### src/rtl/cacheline_adapter.sv
// Bridges 256-bit cache line fills/writebacks to a 64-bit, 4-beat burst memory port.
// Memory read beats are matched by address tag, so foreign beats on a shared return bus are skipped.
module cacheline_adapter (
   input  logic         clk,
   input  logic         rst,
   input  logic [31:0]  dfp_addr,
   input  logic         dfp_read,
   input  logic         dfp_write,
   input  logic [255:0] dfp_wdata,
   output logic [255:0] dfp_rdata,
   output logic         dfp_resp,
   input  logic         bmem_ready,
   output logic         read_stage,
   output logic         write_stage,
   output logic         bmem_read,
   output logic         bmem_write,
   output logic [31:0]  bmem_addr,
   output logic [63:0]  bmem_wdata,
   input  logic [31:0]  bmem_raddr,
   input  logic [63:0]  bmem_rdata,
   input  logic         bmem_rvalid,
   output logic [2:0]   o_dbg_state
);

   // Handshake: a write beat or read request is transferred on any rising edge where
   // bmem_write/bmem_read and bmem_ready are both high; read beats need only bmem_rvalid.
   typedef enum logic [2:0] {
      S_IDLE     = 3'd0,
      S_RD_REQ   = 3'd1,
      S_RD_WAIT  = 3'd2,
      S_WR_BURST = 3'd3,
      S_DONE     = 3'd4
   } state_t;

   state_t        r_state;
   state_t        w_next;
   logic [1:0]    r_cnt;
   logic [26:0]   r_line_addr;
   logic [255:0]  r_wdata;
   logic [255:0]  r_line;
   logic [31:0]   w_line_addr;
   logic          w_beat_hit;

   assign w_line_addr = {r_line_addr, 5'b0};
   assign w_beat_hit  = (r_state == S_RD_WAIT) && bmem_rvalid && (bmem_raddr == w_line_addr);
   assign dfp_rdata   = r_line;
   assign o_dbg_state = r_state;

   always_ff @(posedge clk or posedge rst) begin
      if (rst) begin
         r_state     <= S_IDLE;
         r_cnt       <= 2'd0;
         r_line_addr <= 27'd0;
         r_wdata     <= 256'd0;
         r_line      <= 256'd0;
      end else begin
         r_state <= w_next;
         case (r_state)
            S_IDLE: begin
               if (dfp_write) begin
                  r_line_addr <= dfp_addr[31:5];
                  r_wdata     <= dfp_wdata;
               end else if (dfp_read) begin
                  r_line_addr <= dfp_addr[31:5];
               end
            end
            S_RD_WAIT: begin
               // The 2-bit counter wraps to 0 on the last beat, leaving it clear for the next burst.
               if (w_beat_hit) begin
                  r_line[{r_cnt, 6'd0} +: 64] <= bmem_rdata;
                  r_cnt                       <= r_cnt + 2'd1;
               end
            end
            S_WR_BURST: begin
               if (bmem_ready) r_cnt <= r_cnt + 2'd1;
            end
            default: ;
         endcase
      end
   end

   always_comb begin
      w_next      = r_state;
      read_stage  = 1'b0;
      write_stage = 1'b0;
      bmem_read   = 1'b0;
      bmem_write  = 1'b0;
      bmem_addr   = 32'd0;
      bmem_wdata  = 64'd0;
      dfp_resp    = 1'b0;
      case (r_state)
         S_IDLE: begin
            if (dfp_write)     w_next = S_WR_BURST;
            else if (dfp_read) w_next = S_RD_REQ;
         end
         S_RD_REQ: begin
            read_stage = 1'b1;
            bmem_read  = 1'b1;
            bmem_addr  = w_line_addr;
            if (bmem_ready) w_next = S_RD_WAIT;
         end
         S_RD_WAIT: begin
            read_stage = 1'b1;
            bmem_addr  = w_line_addr;
            if (w_beat_hit && (r_cnt == 2'd3)) w_next = S_DONE;
         end
         S_WR_BURST: begin
            write_stage = 1'b1;
            bmem_write  = 1'b1;
            bmem_addr   = w_line_addr;
            bmem_wdata  = r_wdata[{r_cnt, 6'd0} +: 64];
            if (bmem_ready && (r_cnt == 2'd3)) w_next = S_DONE;
         end
         S_DONE: begin
            dfp_resp = 1'b1;
            w_next   = S_IDLE;
         end
         default: w_next = S_IDLE;
      endcase
   end

endmodule
### config.mk
export PLATFORM = sky130hd
export DESIGN_NAME = cacheline_adapter
export DESIGN_NICKNAME = d
export VERILOG_FILES = /design/src/rtl/cacheline_adapter.sv
export SDC_FILE = /design/constraint.sdc
export NUM_CORES = 1
export LEC_CHECK = 0
export BUFFER_PORTS_ARGS = -buffer_cell sky130_fd_sc_hd__buf_2
export CORE_AREA = 10 10 283 285
export CTS_CLUSTER_DIAMETER = 40
export DETAILED_ROUTE_END_ITERATION = 16
export DIE_AREA = 0 0 293 295
export SYNTH_ARGS = -nofsm -noshare
export SYNTH_HDL_FRONTEND = slang
export SYNTH_SLANG_ARGS = --single-unit
### constraint.sdc
create_clock -name clk -period 45.9 [get_ports clk]
set_input_delay 4.59 -clock clk [delete_from_list [all_inputs] [get_ports clk]]
set_output_delay 4.59 -clock clk [all_outputs]
set_load 0.02 [all_outputs]
==> results.txt <==
Std cell rows: 100
Clk sinks: 544
Delay-heaviest family, CP: buffers and inverters
Netlist Area Pre-Place: 24800 µm²
Commonest non-fill, non-tap cell in the layout: buf_2
Crit path from: rst
Switching portion of total power: 31.9%
Hold path startpoint: r_wdata[73]
CTS Buf Count: 93
Worst skew pair latency: 630 ps
Critical Path, Cell by Cell: buf_2, inv_8, buf_4, buf_4, buf_4, buf_4
1st-pass router iterations: 5
P_sw: 0.675 mW
WS Path Type: primary input to asynchronous set/reset pin
GR Util All Layers: 19.4%
Critical path required time: 46440 ps
Highest-delay cell along the critical path: buf_4
CTS tree: done
Post-synth EDFFs: 0
DRT iter0 DRCs: 856
Detailed-route via count: 18200
Placed insts: 3603
Seq pwr share: 33.1%
Congestion Overflow GR: 0
Antenna violations before repair: 58
Final net count: 3124
Hold_buf cts: 0
Leak Pwr: 17.6 nW
Worst Tran Pin Value: 1120 ps
Type of origin of the critical path: primary input
# resized after CTS: 0
Setup total negative slack: 0 ps
Post-DP HPWL: 62500 µm
Fin worst setup slack: 37790 ps
CTS H-tree depth: 3
Initial Utilization: 33.4%
Clk slew on worst S/H paths: 50 ps
FF-to-FF path depth: 7
Final ANT Viol Nets: 0
Post-CTS Setup Inserts: 0
Final Non-Filler Cells: 3809
Worst R2R Start: o_dbg_state[1]
Fmax: 0.123 GHz
Clock Tree Root: clkbuf_16
Comb pwr share: 29.7%
Register bit count reported by yosys: 544
Met3 wire len: 8730 µm
Final period utilization: 17.7%
Core area: 74200 µm²
Vias in the first global route: 20000
Post-synth top area share: 55.0%
CP Depth: 6
Post-synth top flop: dfrtp_1
DR WL met2: 41200 µm
Max_cap viols: 0
Fraction of registers with async set/reset: 100%
Syn_area_per_cell: 12.4 µm²
Layout cells sized above 1: 46.1%
Clock skew: 46.3 ps
Pint: 1.44 mW
Clk pwr share: 37.2%
RR Endpoint: r_wdata[204]
Max transition margin: 25.4%
RSZ-0062 raised after global routing: false
CP max stage delay: 900 ps
Final setup viols: 0
Largest net degree at the start of global routing: 179
Post-synth top area cell: dfrtp_1
Power Total: 2.12 mW
Hold endpoint: r_wdata[73]
CP Buf/Inv Count: 6
Die footprint: 86400 µm²
M1 WL: 32600 µm
Cells after Synth: 1991
Top layer in use: met5
Routed wire length: 85800 µm
Die X: 293 µm
VDD IR max: 0.0000458 V
Via density: 4.78
Hold Path Cell Cnt: 1
Area added between synthesis and finish: 33.0%
Warnings, synthesis: 0
Fin. Hold Viols: 0
P per Cell Area: 64.2 nW/µm²
Pre-CTS WS: 36920 ps
Data arrival, critical path: 8650 ps
Crit. End Element: asynchronous set/reset pin
GPL Wtd Cong: 0.867
Hold Crit Class: register to register
Drt wl/cell: 22.5 µm
Most frequent cells in the layout: buf_2, dfrtp_1, mux2_2, inv_1, nand2_1
CTS Buffer Depth: 3
R2r setup slk: 40910 ps
Register area share after synthesis: 55.0%
Status: finished clean
I/O Buffers: 739
Die Ht: 295 µm
Distinct cell type count after synthesis: 44
Top post-synthesis cells by area: dfrtp_1, mux2_2, mux2i_1
Boundary Pins: 750
First-pass GRT wire length: 128000 µm
CP max FO: 90
Cell repeated most along the worst path: buf_4
DRC: 0
Fillers: 6905
Crit path time final: 8110 ps
Slew Limit Fails: 0
[cells in the mapped netlist (2+ instances only)]
cell / n
a21oi_1: 3
a31oi_1: 2
and2_1: 29
and3_1: 64
buf_1: 7
buf_2: 9
buf_4: 6
buf_6: 23
clkbuf_1: 82
dfrtp_1: 544
ha_1: 5
inv_1: 263
mux2_2: 282
mux2i_1: 256
mux4_2: 64
nand2_1: 262
nand2b_1: 2
nand3_1: 2
nand4_1: 14
nor2_1: 9
nor2b_1: 3
nor3_1: 4
nor3b_1: 4
nor4_1: 3
o21ai_0: 3
o311ai_0: 2
or4_1: 3
xnor2_1: 20
xor2_1: 6
[power groups by stage]
stage / combinational (mW) / clock (mW) / sequential, mW
floorplan: 0.468 / 0 / 0.664
global placement: 0.622 / 0 / 0.698
detailed placement: 0.635 / 0 / 0.707
CTS: 0.638 / 0.802 / 0.701
global route: 0.680 / 0.827 / 0.717
finish: 0.628 / 0.787 / 0.701
[cell type report]
type | count | area, µm² | share of cell area (%)
flip-flops and latches | 544 | 13600 | 41.4
multi-input cells | 1061 | 9530 | 28.9
repair buffers | 766 | 3910 | 11.9
clock buffers | 106 | 2490 | 7.55
well taps | 969 | 1210 | 3.68
clock inverters | 69 | 1100 | 3.35
inverters | 263 | 995 | 3.02
diodes | 31 | 77.6 | 0.236
[stage by stage]
stage / util, % / cell area (µm²) / hold slack, ps
2_1_floorplan: - / 24800 / 475
3_3_place_gp: 39.4 / 29300 / 484
3_5_place_dp: 39.4 / 29300 / 491
4_1_cts: 44.3 / 32900 / 503
5_1_grt: 44.3 / 32900 / 509
6_report: 44.4 / 32900 / 499
[state kept, by name, summed over array words and instances, names as in the netlist]
signal,flops
r_wdata,256
r_line_addr,27
r_cnt,2
o_dbg_state,3
dfp_rdata,256
[per-layer routing]
layer  vias up  global-route usage (%)
met5         -                       0
met4        48                    7.85
met3       200                    8.37
met2       706                    31.8
met1      9084                    22.0
li1       8166                       -
[worst max path at each step]
stage	endpoint	slack, ps
3_5_place_dp	r_wdata[12]	36920
6_report	r_wdata[73]	37790
4_1_cts	r_wdata[14]	37590
3_3_place_gp	r_wdata[12]	37040
5_1_grt	r_wdata[73]	37120
2_1_floorplan	dfp_rdata[0]	26100
[cells by family (layout without fill, tap and decap cells)]
logic type                 after synthesis  after routing  share of synthesized area, %
AOI/OAI and AO/OA                       17             17                         0.475
xor gates and xnor gates                26             26                         0.920
adders and majority gates                5              5                         0.253
buffers and inverters                  390           1204                          6.75
DFF                                    544            544                          55.0
muxes                                  602            602                          29.0
other                                    1             36                        0.0151
and+or+nand+nor                        406            406                          7.63
Note: power is estimated with default switching activity, not from simulation.
